[src/rtl/ctrl_fsm_pkg.sv]
// Shared definitions for the mini-processor controller: opcodes, ALU encodings,
// FSM states and the instruction word layout.
package ctrl_fsm_pkg;

  localparam int unsigned DATA_W   = 8;
  localparam int unsigned INSTR_W  = 16;
  localparam int unsigned RA_W     = 2;
  localparam int unsigned ALU_OP_W = 3;
  localparam int unsigned OPC_W    = 3;
  localparam int unsigned IMM_HI   = 7;
  localparam int unsigned IMM_LO   = 0;

  localparam logic [OPC_W-1:0] OP_ADD  = 3'b000;
  localparam logic [OPC_W-1:0] OP_SUB  = 3'b001;
  localparam logic [OPC_W-1:0] OP_AND  = 3'b010;
  localparam logic [OPC_W-1:0] OP_OR   = 3'b011;
  localparam logic [OPC_W-1:0] OP_JNZ  = 3'b100;
  localparam logic [OPC_W-1:0] OP_LI   = 3'b101;
  localparam logic [OPC_W-1:0] OP_NOP  = 3'b110;
  localparam logic [OPC_W-1:0] OP_HALT = 3'b111;

  localparam logic [ALU_OP_W-1:0] ALU_ADD = 3'b000;
  localparam logic [ALU_OP_W-1:0] ALU_SUB = 3'b001;
  localparam logic [ALU_OP_W-1:0] ALU_AND = 3'b010;
  localparam logic [ALU_OP_W-1:0] ALU_OR  = 3'b011;
  localparam logic [ALU_OP_W-1:0] ALU_JNZ = 3'b100;

  typedef enum logic [2:0] {
    S_FETCH,
    S_DECODE,
    S_EXEC,
    S_WB,
    S_HALT
  } state_t;

  // [15:13] opcode, [12:11] rd, [10:9] rs, [8:7] rt, [6:0] spare
  typedef struct packed {
    logic [OPC_W-1:0] opc;
    logic [RA_W-1:0]  rd;
    logic [RA_W-1:0]  rs;
    logic [RA_W-1:0]  rt;
    logic [6:0]       spare;
  } instr_t;

  // imm8 overlaps the low bit of rt and the spare field
  function automatic logic [DATA_W-1:0] imm8(input instr_t i);
    logic [INSTR_W-1:0] w;
    w = i;
    return w[IMM_HI:IMM_LO];
  endfunction

  // ADD/SUB/AND/OR share their opcode with the ALU encoding
  function automatic logic is_alu_op(input logic [OPC_W-1:0] opc);
    return (opc[2] == 1'b0);
  endfunction

endpackage

[src/rtl/ctrl_fsm_regfile.sv]
// 4x8 register file: two combinational read ports, one debug read port,
// one synchronous write port, async active-high reset to zero.
module ctrl_fsm_regfile
  import ctrl_fsm_pkg::*;
(
  input  logic              clk,
  input  logic              rst,
  input  logic [RA_W-1:0]   rd_addr_a,
  output logic [DATA_W-1:0] rd_data_a,
  input  logic [RA_W-1:0]   rd_addr_b,
  output logic [DATA_W-1:0] rd_data_b,
  input  logic [RA_W-1:0]   dbg_sel,
  output logic [DATA_W-1:0] dbg_data,
  input  logic              wr_en,
  input  logic [RA_W-1:0]   wr_addr,
  input  logic [DATA_W-1:0] wr_data
);

  logic [DATA_W-1:0] regs [4];

  always_ff @(posedge clk or posedge rst) begin
    if (rst) begin
      regs <= '{default: '0};
    end else if (wr_en) begin
      regs[wr_addr] <= wr_data;
    end
  end

  assign rd_data_a = regs[rd_addr_a];
  assign rd_data_b = regs[rd_addr_b];
  assign dbg_data  = regs[dbg_sel];

endmodule

[src/rtl/ctrl_fsm.sv]
// Fetch/decode/execute/writeback controller for the 8-bit mini processor.
// Optional macro CTRL_PERF_CNT_EN adds the instret retired-instruction counter.
module ctrl_fsm
  import ctrl_fsm_pkg::*;
#(
  parameter int unsigned     PC_W     = 8,
  parameter logic [PC_W-1:0] RESET_PC = '0
)
(
  input  logic                clk,
  input  logic                rst,
  output logic                imem_req,
  output logic [PC_W-1:0]     imem_addr,
  input  logic                imem_ack,
  input  logic [INSTR_W-1:0]  imem_rdata,
  output logic [ALU_OP_W-1:0] alu_op,
  output logic [DATA_W-1:0]   alu_a,
  output logic [DATA_W-1:0]   alu_b,
  input  logic [DATA_W-1:0]   alu_y,
  input  logic                alu_zero,
  output logic                halted,
  input  logic [RA_W-1:0]     dbg_sel,
  output logic [DATA_W-1:0]   dbg_data
`ifdef CTRL_PERF_CNT_EN
  ,
  output logic [15:0]         instret
`endif
);

  state_t            state, state_nx;
  instr_t            ir;
  logic [PC_W-1:0]   pc;
  logic [DATA_W-1:0] res;
  logic              zf;
  logic [DATA_W-1:0] rs_data, rt_data;
  logic              wr_en_c;
  logic [DATA_W-1:0] wr_data_c;
  logic              fire_c;

  assign fire_c    = imem_req & imem_ack;
  assign imem_addr = pc;

  ctrl_fsm_regfile u_regfile (
    .clk       (clk),
    .rst       (rst),
    .rd_addr_a (ir.rs),
    .rd_data_a (rs_data),
    .rd_addr_b (ir.rt),
    .rd_data_b (rt_data),
    .dbg_sel   (dbg_sel),
    .dbg_data  (dbg_data),
    .wr_en     (wr_en_c),
    .wr_addr   (ir.rd),
    .wr_data   (wr_data_c)
  );

  always_ff @(posedge clk or posedge rst) begin
    if (rst) begin
      state <= S_FETCH;
    end else begin
      state <= state_nx;
    end
  end

  // Next state and register-file write control
  always_comb begin
    state_nx  = state;
    wr_en_c   = 1'b0;
    wr_data_c = res;
    unique case (state)
      S_FETCH: begin
        if (fire_c) state_nx = S_DECODE;
      end
      S_DECODE: begin
        unique case (ir.opc)
          OP_NOP, OP_LI: state_nx = S_WB;
          OP_HALT:       state_nx = S_HALT;
          default:       state_nx = S_EXEC;
        endcase
      end
      S_EXEC: state_nx = S_WB;
      S_WB: begin
        state_nx = S_FETCH;
        if (is_alu_op(ir.opc)) begin
          wr_en_c = 1'b1;
        end else if (ir.opc == OP_LI) begin
          wr_en_c   = 1'b1;
          wr_data_c = imm8(ir);
        end
      end
      S_HALT:  state_nx = S_HALT;
      default: state_nx = S_FETCH;
    endcase
  end

  // Request is high in every FETCH cycle except the first one after reset
  always_ff @(posedge clk or posedge rst) begin
    if (rst) begin
      imem_req <= 1'b0;
      halted   <= 1'b0;
    end else begin
      imem_req <= (state_nx == S_FETCH);
      halted   <= (state_nx == S_HALT);
    end
  end

  always_ff @(posedge clk or posedge rst) begin
    if (rst) begin
      ir     <= '0;
      pc     <= RESET_PC;
      res    <= '0;
      zf     <= 1'b0;
      alu_op <= ALU_ADD;
      alu_a  <= '0;
      alu_b  <= '0;
    end else begin
      if (state == S_FETCH && fire_c) begin
        ir <= instr_t'(imem_rdata);
      end
      // Operands are latched on the way into EXEC so they are stable all cycle
      if (state == S_DECODE && state_nx == S_EXEC) begin
        alu_a <= rs_data;
        if (ir.opc == OP_JNZ) begin
          alu_op <= ALU_JNZ;
          alu_b  <= '0;
        end else begin
          alu_op <= ALU_OP_W'(ir.opc);
          alu_b  <= rt_data;
        end
      end
      if (state == S_EXEC) begin
        res <= alu_y;
        zf  <= alu_zero;
      end
      if (state == S_WB) begin
        if (ir.opc == OP_JNZ && !zf) begin
          pc <= PC_W'(imm8(ir));
        end else begin
          pc <= pc + PC_W'(1);
        end
      end
    end
  end

`ifdef CTRL_PERF_CNT_EN
  always_ff @(posedge clk or posedge rst) begin
    if (rst) begin
      instret <= '0;
    end else if (state == S_WB) begin
      instret <= instret + 16'd1;
    end
  end
`endif

endmodule
[config.mk]
export PLATFORM = sky130hd
export DESIGN_NAME = ctrl_fsm
export DESIGN_NICKNAME = d
export VERILOG_FILES = /design/src/rtl/ctrl_fsm_pkg.sv /design/src/rtl/ctrl_fsm_regfile.sv /design/src/rtl/ctrl_fsm.sv
export SDC_FILE = /design/constraint.sdc
export NUM_CORES = 1
export LEC_CHECK = 0
export CAP_MARGIN = 20
export CORE_MARGIN = 3
export CORE_UTILIZATION = 40
export DETAILED_ROUTE_END_ITERATION = 10
export PLACE_DENSITY = 0.67
export SYNTH_ARGS = -nofsm -noshare
export SYNTH_HDL_FRONTEND = slang
export SYNTH_SLANG_ARGS = --single-unit
[constraint.sdc]
create_clock -name clk -period 4.7 [get_ports clk]
set_input_delay 1.41 -clock clk [delete_from_list [all_inputs] [get_ports clk]]
set_output_delay 1.41 -clock clk [all_outputs]
set_load 0.005 [all_outputs]
==> results of run 1 <==
-- worst max-delay path: stages --
cell and delay [ps]:
clkdlybuf4s50_1 500, buf_12 150, mux4_2 510, clkdlybuf4s50_1 460
-- cell usage after synthesis --
cell type,number
xor2_1,1
and4_1,1
nand3b_4,1
and3_1,2
nor3_1,1
and3b_2,1
clkbuf_1,5
nor2b_1,2
nor2_1,29
a2111oi_4,3
nor3_4,1
o22ai_1,2
nand2b_1,2
buf_1,2
and2b_4,1
buf_6,4
or3b_1,2
mux2_2,34
nand2b_4,1
mux2i_1,9
dfrtp_1,89
a21oi_1,36
nand3_1,7
o21ai_1,20
a31oi_1,1
nand3b_1,1
mux4_2,24
o21ai_0,4
a2bb2oi_1,3
a221o_1,1
a2111o_1,1
o21bai_1,1
nand2_1,27
or4b_1,1
buf_2,11
inv_1,11
ha_1,1
nor4_4,1
-- power by group --
part	internal, mW	switching (mW)	total (mW)
sequential	1.15	0.445	1.59
clock	0.250	0.283	0.533
combinational	0.945	0.585	1.53
-- layout make-up --
| cell class | instances | area [um2] | area share [%] |
|---|---|---|---|
| Clock buffer | 9 | 124 | 2.36 |
| Tap cell | 136 | 170 | 3.24 |
| Inverter | 11 | 42.5 | 0.809 |
| Timing Repair Buffer | 70 | 703 | 13.4 |
| Sequential cell | 89 | 2230 | 42.4 |
| Multi-Input combinational cell | 222 | 1910 | 36.4 |
| Clock inverter | 7 | 76.3 | 1.45 |
-- cell usage in the layout, fill, tap and decap left out, types with 3 or more instances in the layout --
cell type        count
o21ai_0              4
inv_6                3
o21ai_1             20
nor2_1              29
mux4_2              24
nand3_1              7
inv_1               10
clkdlybuf4s50_1     66
mux2_2              34
a2111oi_4            3
nand2_1             27
clkbuf_8             9
buf_4                3
dfrtp_1             89
mux2i_1              9
a21oi_1             36
a2bb2oi_1            3
-- sequential cells by signal (all words and copies together), names as in the netlist --
register and cells:
state 3, res 8, halted 1, imem_addr 8, alu_op 3, alu_a 8, u_regfile.regs 32, zf 1
imem_req 1, ir 16, alu_b 8
-- final timing paths --
path                                       from                             end  slack (ps)  depth (start not counted)
max in group asynchronous                   rst  u_regfile.regs[25]$_DFFE_PP0P_        2330                          3
min reg2reg                alu_b[4]$_DFFE_PP0P_            alu_b[4]$_DFFE_PP0P_         500                          2
max reg2reg                  state[2]$_DFF_PP0_  u_regfile.regs[30]$_DFFE_PP0P_        2510                          4
min                        alu_b[4]$_DFFE_PP0P_            alu_b[4]$_DFFE_PP0P_         500                          2
max                                  dbg_sel[0]                     dbg_data[3]         260                          4
min in group asynchronous                   rst           alu_op[1]$_DFFE_PP0P_        1510                          2
-- metrics by stage --
stage                     power (mW)  cells
after global placement          3.11    528
after floorplan                 2.56    344
after detailed placement        3.16    528
after CTS                       3.70    544
after global routing            3.96    544
final                           3.66    544
-- cells by family after synthesis --
family                   count (synthesis)  share of synthesized area, %
AO/OA/AOI/OAI                           72                          10.6
adder cells (fa/ha/maj)                  1                         0.290
flip-flops                              89                          51.7
buffers and inverters                   33                          3.89
AND/OR/NAND/NOR                         81                          9.81
multiplexers                            67                          23.5
XOR/XNOR                                 1                         0.203
-- routing by layer --
layer,track usage (%),wire (um),vias up
met4,4.27,63,0
met5,0,0,-
met1,24.5,4250,1376
met3,3.58,458,5
li1,-,-,1361
met2,23.9,4320,67
==> metrics.md, run 1 <==
| Metric | Value |
|---|---|
| Status | `completed` |
| Setup TNS Final | `0 ps` |
| Final Critical Period | `approximately 4400 ps` |
| Setup Buffers After CTS | `0` |
| IO Count | `67` |
| Total CTS buffers | `9` |
| Mean post-synth cell area | `12.5 um2` |
| Area growth syn-to-layout | `22.0%` |
| Worst Skew | `9.21 ps` |
| Slew Limit Headroom | `37.6%` |
| Antenna Nets Post-Route | `0` |
| Filler cells | `slightly above 900` |
| Chip height | `110 um` |
| DP Area | `about 0.0051 mm2` |
| Root Driver | `clkbuf_8` |
| H-tree depth | `3` |
| Clk sinks | `89` |
| Dpl ws | `250 ps` |
| Min Hold Slack | `498 ps` |
| Vias | `2809` |
| DRC Markers | `0` |
| Total of max-cap violations | `0` |
| Final hold vios | `0` |
| Starting Density | `41.4%` |
| WP data required | `3290 ps` |
| Vias in the first global route | `2745` |
| Hold Path Class | `reg2reg` |
| Leading area contributor after synthesis | `dfrtp_1` |
| TritonRoute pass-1 iters | `4` |
| Period utilization | `94.4%` |
| Die W | `110 um` |
| Top cell type's share of synthesized area | `51.7%` |
| CTS clk-pin slew, worst paths | `~90 ps` |
| CTS Buffer Depth | `2` |
| Nets | `roughly 430` |
| Tightest Pin Transition | `936 ps` |
| Max Fanout on Critical Path | `8` |
| Startpoint Class | `input port` |
| GRT overflow | `0` |
| Die Area | `0.0121 mm2` |
| Post-CTS Hold Buffers | `0` |
| Final Cell Area | `0.00526 mm2` |
| Avg WL per Cell | `16.7 um` |
| Initial antenna violation count | `0` |
| Setup crit end kind | `output pin` |
| Syn Nets | `375` |
| ANT cells | `0` |
| Core area | `~0.010 mm2` |
| Unrepaired setup endpoints after global routing | `false` |
| Synth Cell Area | `0.00431 mm2` |
| Post-CTS resize count | `0` |
| Number of DRC markers in iteration 0 | `around 180` |
| Fmax | `225 MHz` |
| Vias/cell | `5.16` |
| Cell Rows | `37` |
| Crit Path Class | `in2out` |
| P_leak | `between 2 and 2.5 nW` |
| Worst-skew pair later-pin latency | `350 ps` |
| Largest cells by area after synthesis | `dfrtp_1 (52%), mux4_2 (13%), mux2_2 (8.9%), a21oi_1 (4.2%), nor2_1 (2.5%)` |
| CTS tree | `built` |
| Seq/Total Area, Yosys | `51.7%` |
| Synthesis warning total | `0` |
| Final worst slack | `261 ps` |
| Port Buf Inserts | `66` |
| Final core occ | `50.5%` |
| Peak supply drop | `0.257 mV` |
| Synth Register Bits | `89` |
| Power Density | `695 mW/mm2` |
| Setup violators final | `0` |
| Share of layout cells above drive strength 1 | `a little over a fifth` |
| Routability Congestion | `0.800` |
| Largest net degree at the start of global routing | `50` |
| Routed WL | `9.09 mm` |
| HPWL Detailed | `~6.7 mm` |
| Total track usage | `~16%` |
| Slew Limit Fails | `0` |
| Global-route wire length before repair | `14.8 mm` |
| Post-Syn Instances | `roughly 340` |
| Crit path arrival time | `3030 ps` |
| Synth cell types | `38` |
Power figures use the tool's default switching activity.
==> inputs of run 2 (changes only) <==
CORE_ASPECT_RATIO = 1.25   (was default)
CTS_CLUSTER_SIZE = 10   (was default)
==> run 2 against run 1 <==
Sequential power barely moved. Critical path type unchanged. Maximum frequency fell by 0.94%. Combinational power barely moved. Via count rose by 4.3%. Non-clock buffer count did not move.
==> metrics.md, run 2 (synthesis gave the netlist of run 1 again) <==
| Metric | Value |
|---|---|
| Tightest Pin Transition | `954 ps` |
| Peak supply drop | `0.269 mV` |
| Setup TNS Final | `0 ps` |
| Antenna Nets Post-Route | `0` |
| Share of layout cells above drive strength 1 | `21.4%` |
| Tot Pwr | `3.90 mW` |
| Setup Buffers After CTS | `0` |
| Crit path cell chain | `clkdlybuf4s50_1, buf_12, mux4_2, clkdlybuf4s50_1` |
| Period utilization | `95.3%` |
| Initial antenna violation count | `0` |
| CTS tree | `built` |
| Worst-skew pair later-pin latency | `~340 ps` |
| P_leak | `2.18 nW` |
| Final Critical Period | `4480 ps` |
| Die Area | `roughly 0.012 mm2` |
| Total of max-cap violations | `0` |
| Vias/cell | `5.46` |
| CTS clk-pin slew, worst paths | `60 ps` |
| Slowest-stage cell, CP | `clkdlybuf4s50_1` |
| TritonRoute pass-1 iters | `4` |
| Unrepaired setup endpoints after global routing | `false` |
| Global-route wire length before repair | `15.5 mm` |
| DRC Markers | `0` |
| Number of DRC markers in iteration 0 | `between 100 and 150` |
| Avg WL per Cell | `roughly 17 um` |
| Setup violators final | `0` |
| Worst Skew | `6.38 ps` |
| Biggest register | `u_regfile.regs` |
| Min Hold Slack | `482 ps` |
| Chip height | `roughly 120 um` |
| Port Buf Inserts | `66` |
| Routability Congestion | `0.825` |
| Area growth syn-to-layout | `24.8%` |
| WP data required | `3290 ps` |
| Starting Density | `41.8%` |
| Commonest cells after routing, fill and taps aside | `dfrtp_1 (89), clkdlybuf4s50_1 (66), a21oi_1 (36)` |
| Nets | `434` |
| Post-CTS resize count | `0` |
| Slew Limit Fails | `0` |
| GRT overflow | `0` |
| Crit Path Class | `in2out` |
| Die W | `98.8 um` |
| HPWL Detailed | `about 6.7 mm` |
| Post-CTS Hold Buffers | `0` |
| Core area | `0.0103 mm2` |
| Cell Rows | `41` |
| Vias | `a little under 3000` |
| Most common cell after layout, fill and taps aside | `dfrtp_1` |
| Buf/Inv on CP | `3` |
| Final Cell Area | `0.00538 mm2` |
| Max FFs per register | `32` |
| Vias in the first global route | `2922` |
| DP Area | `0.00505 mm2` |
| Total track usage | `16.9%` |
| Critical path's most frequent cell | `clkdlybuf4s50_1` |
| Routed WL | `9.34 mm` |
| Crit path arrival time | `~3100 ps` |
| Setup crit end kind | `output pin` |
| CTS Buffer Depth | `2` |
| Clk sinks | `slightly below 90` |
| Slowest cell delay on critical path | `520 ps` |
| Startpoint Class | `input port` |
| Largest net degree at the start of global routing | `37` |
| Final hold vios | `0` |
| Hold Path Class | `reg2reg` |
| ANT cells | `0` |
| Status | `completed` |
| IO Count | `67` |
| Total CTS buffers | `9` |
| Slew Limit Headroom | `36.4%` |
| Max Fanout on Critical Path | `8` |
| Power Density | `726 mW/mm2` |
| Largest regs | `u_regfile.regs x32, ir x16` |
| Top delay family on crit path | `buffers and inverters` |
| Fmax | `223 MHz` |
| H-tree depth | `3` |
| Root Driver | `clkbuf_16` |
-- run 2: power breakdown --
group / total [mW] / switching [mW] / internal, mW
logic: 1.53 / 0.581 / 0.944
registers: 1.60 / 0.451 / 1.15
clock network: 0.776 / 0.283 / 0.492
-- run 2: metal layers --
layer  up-vias  part of all wire [%]  GRT usage [%]  wire length, um
met5         -                     0              0                0
met3        13                   3.6           2.23              334
met4         0                   2.2           8.63              204
li1       1367                     -              -                -
met2        79                    51           26.9             4770
met1      1470                    43           22.8             4030
-- run 2: per-stage QoR --
step	instances	utilization, %	worst slack [ps]
finish	536	52.2	219
global route	536	52.2	189
CTS	536	52.2	197
detailed placement	521	49.0	198
global placement	521	49.0	221
floorplan	344	-	893
-- run 2: layout make-up --
cell class | instances | area, um2
clock inverter | 4 | 76.3
clock buffer | 11 | 253
timing repair buffer | 70 | 703
sequential | 89 | 2230
tap | 129 | 161
inverter | 11 | 42.5
multi-input combinational | 222 | 1910
fill | 912 | 4930
-- run 2: worst reg2reg max path: stages, from the launching register on --
cell	delay, ps
dfrtp_1	500
nand3b_4	360
nor3_4	540
mux2i_1	530
a21oi_1	150
-- run 2: final timing paths --
check,startpoint,to,slack [ps],cells past startpoint
worst min-delay path,alu_b[1]$_DFFE_PP0P_,alu_b[1]$_DFFE_PP0P_,480,2
worst max register to register,state[2]$_DFF_PP0_,u_regfile.regs[20]$_DFFE_PP0P_,2460,4
min in group asynchronous,rst,alu_b[4]$_DFFE_PP0P_,1450,2
max in group asynchronous,rst,ir[7]$_DFFE_PP0P_,2420,3
worst max-delay path,dbg_sel[0],dbg_data[6],220,4
worst min register to register,alu_b[1]$_DFFE_PP0P_,alu_b[1]$_DFFE_PP0P_,480,2
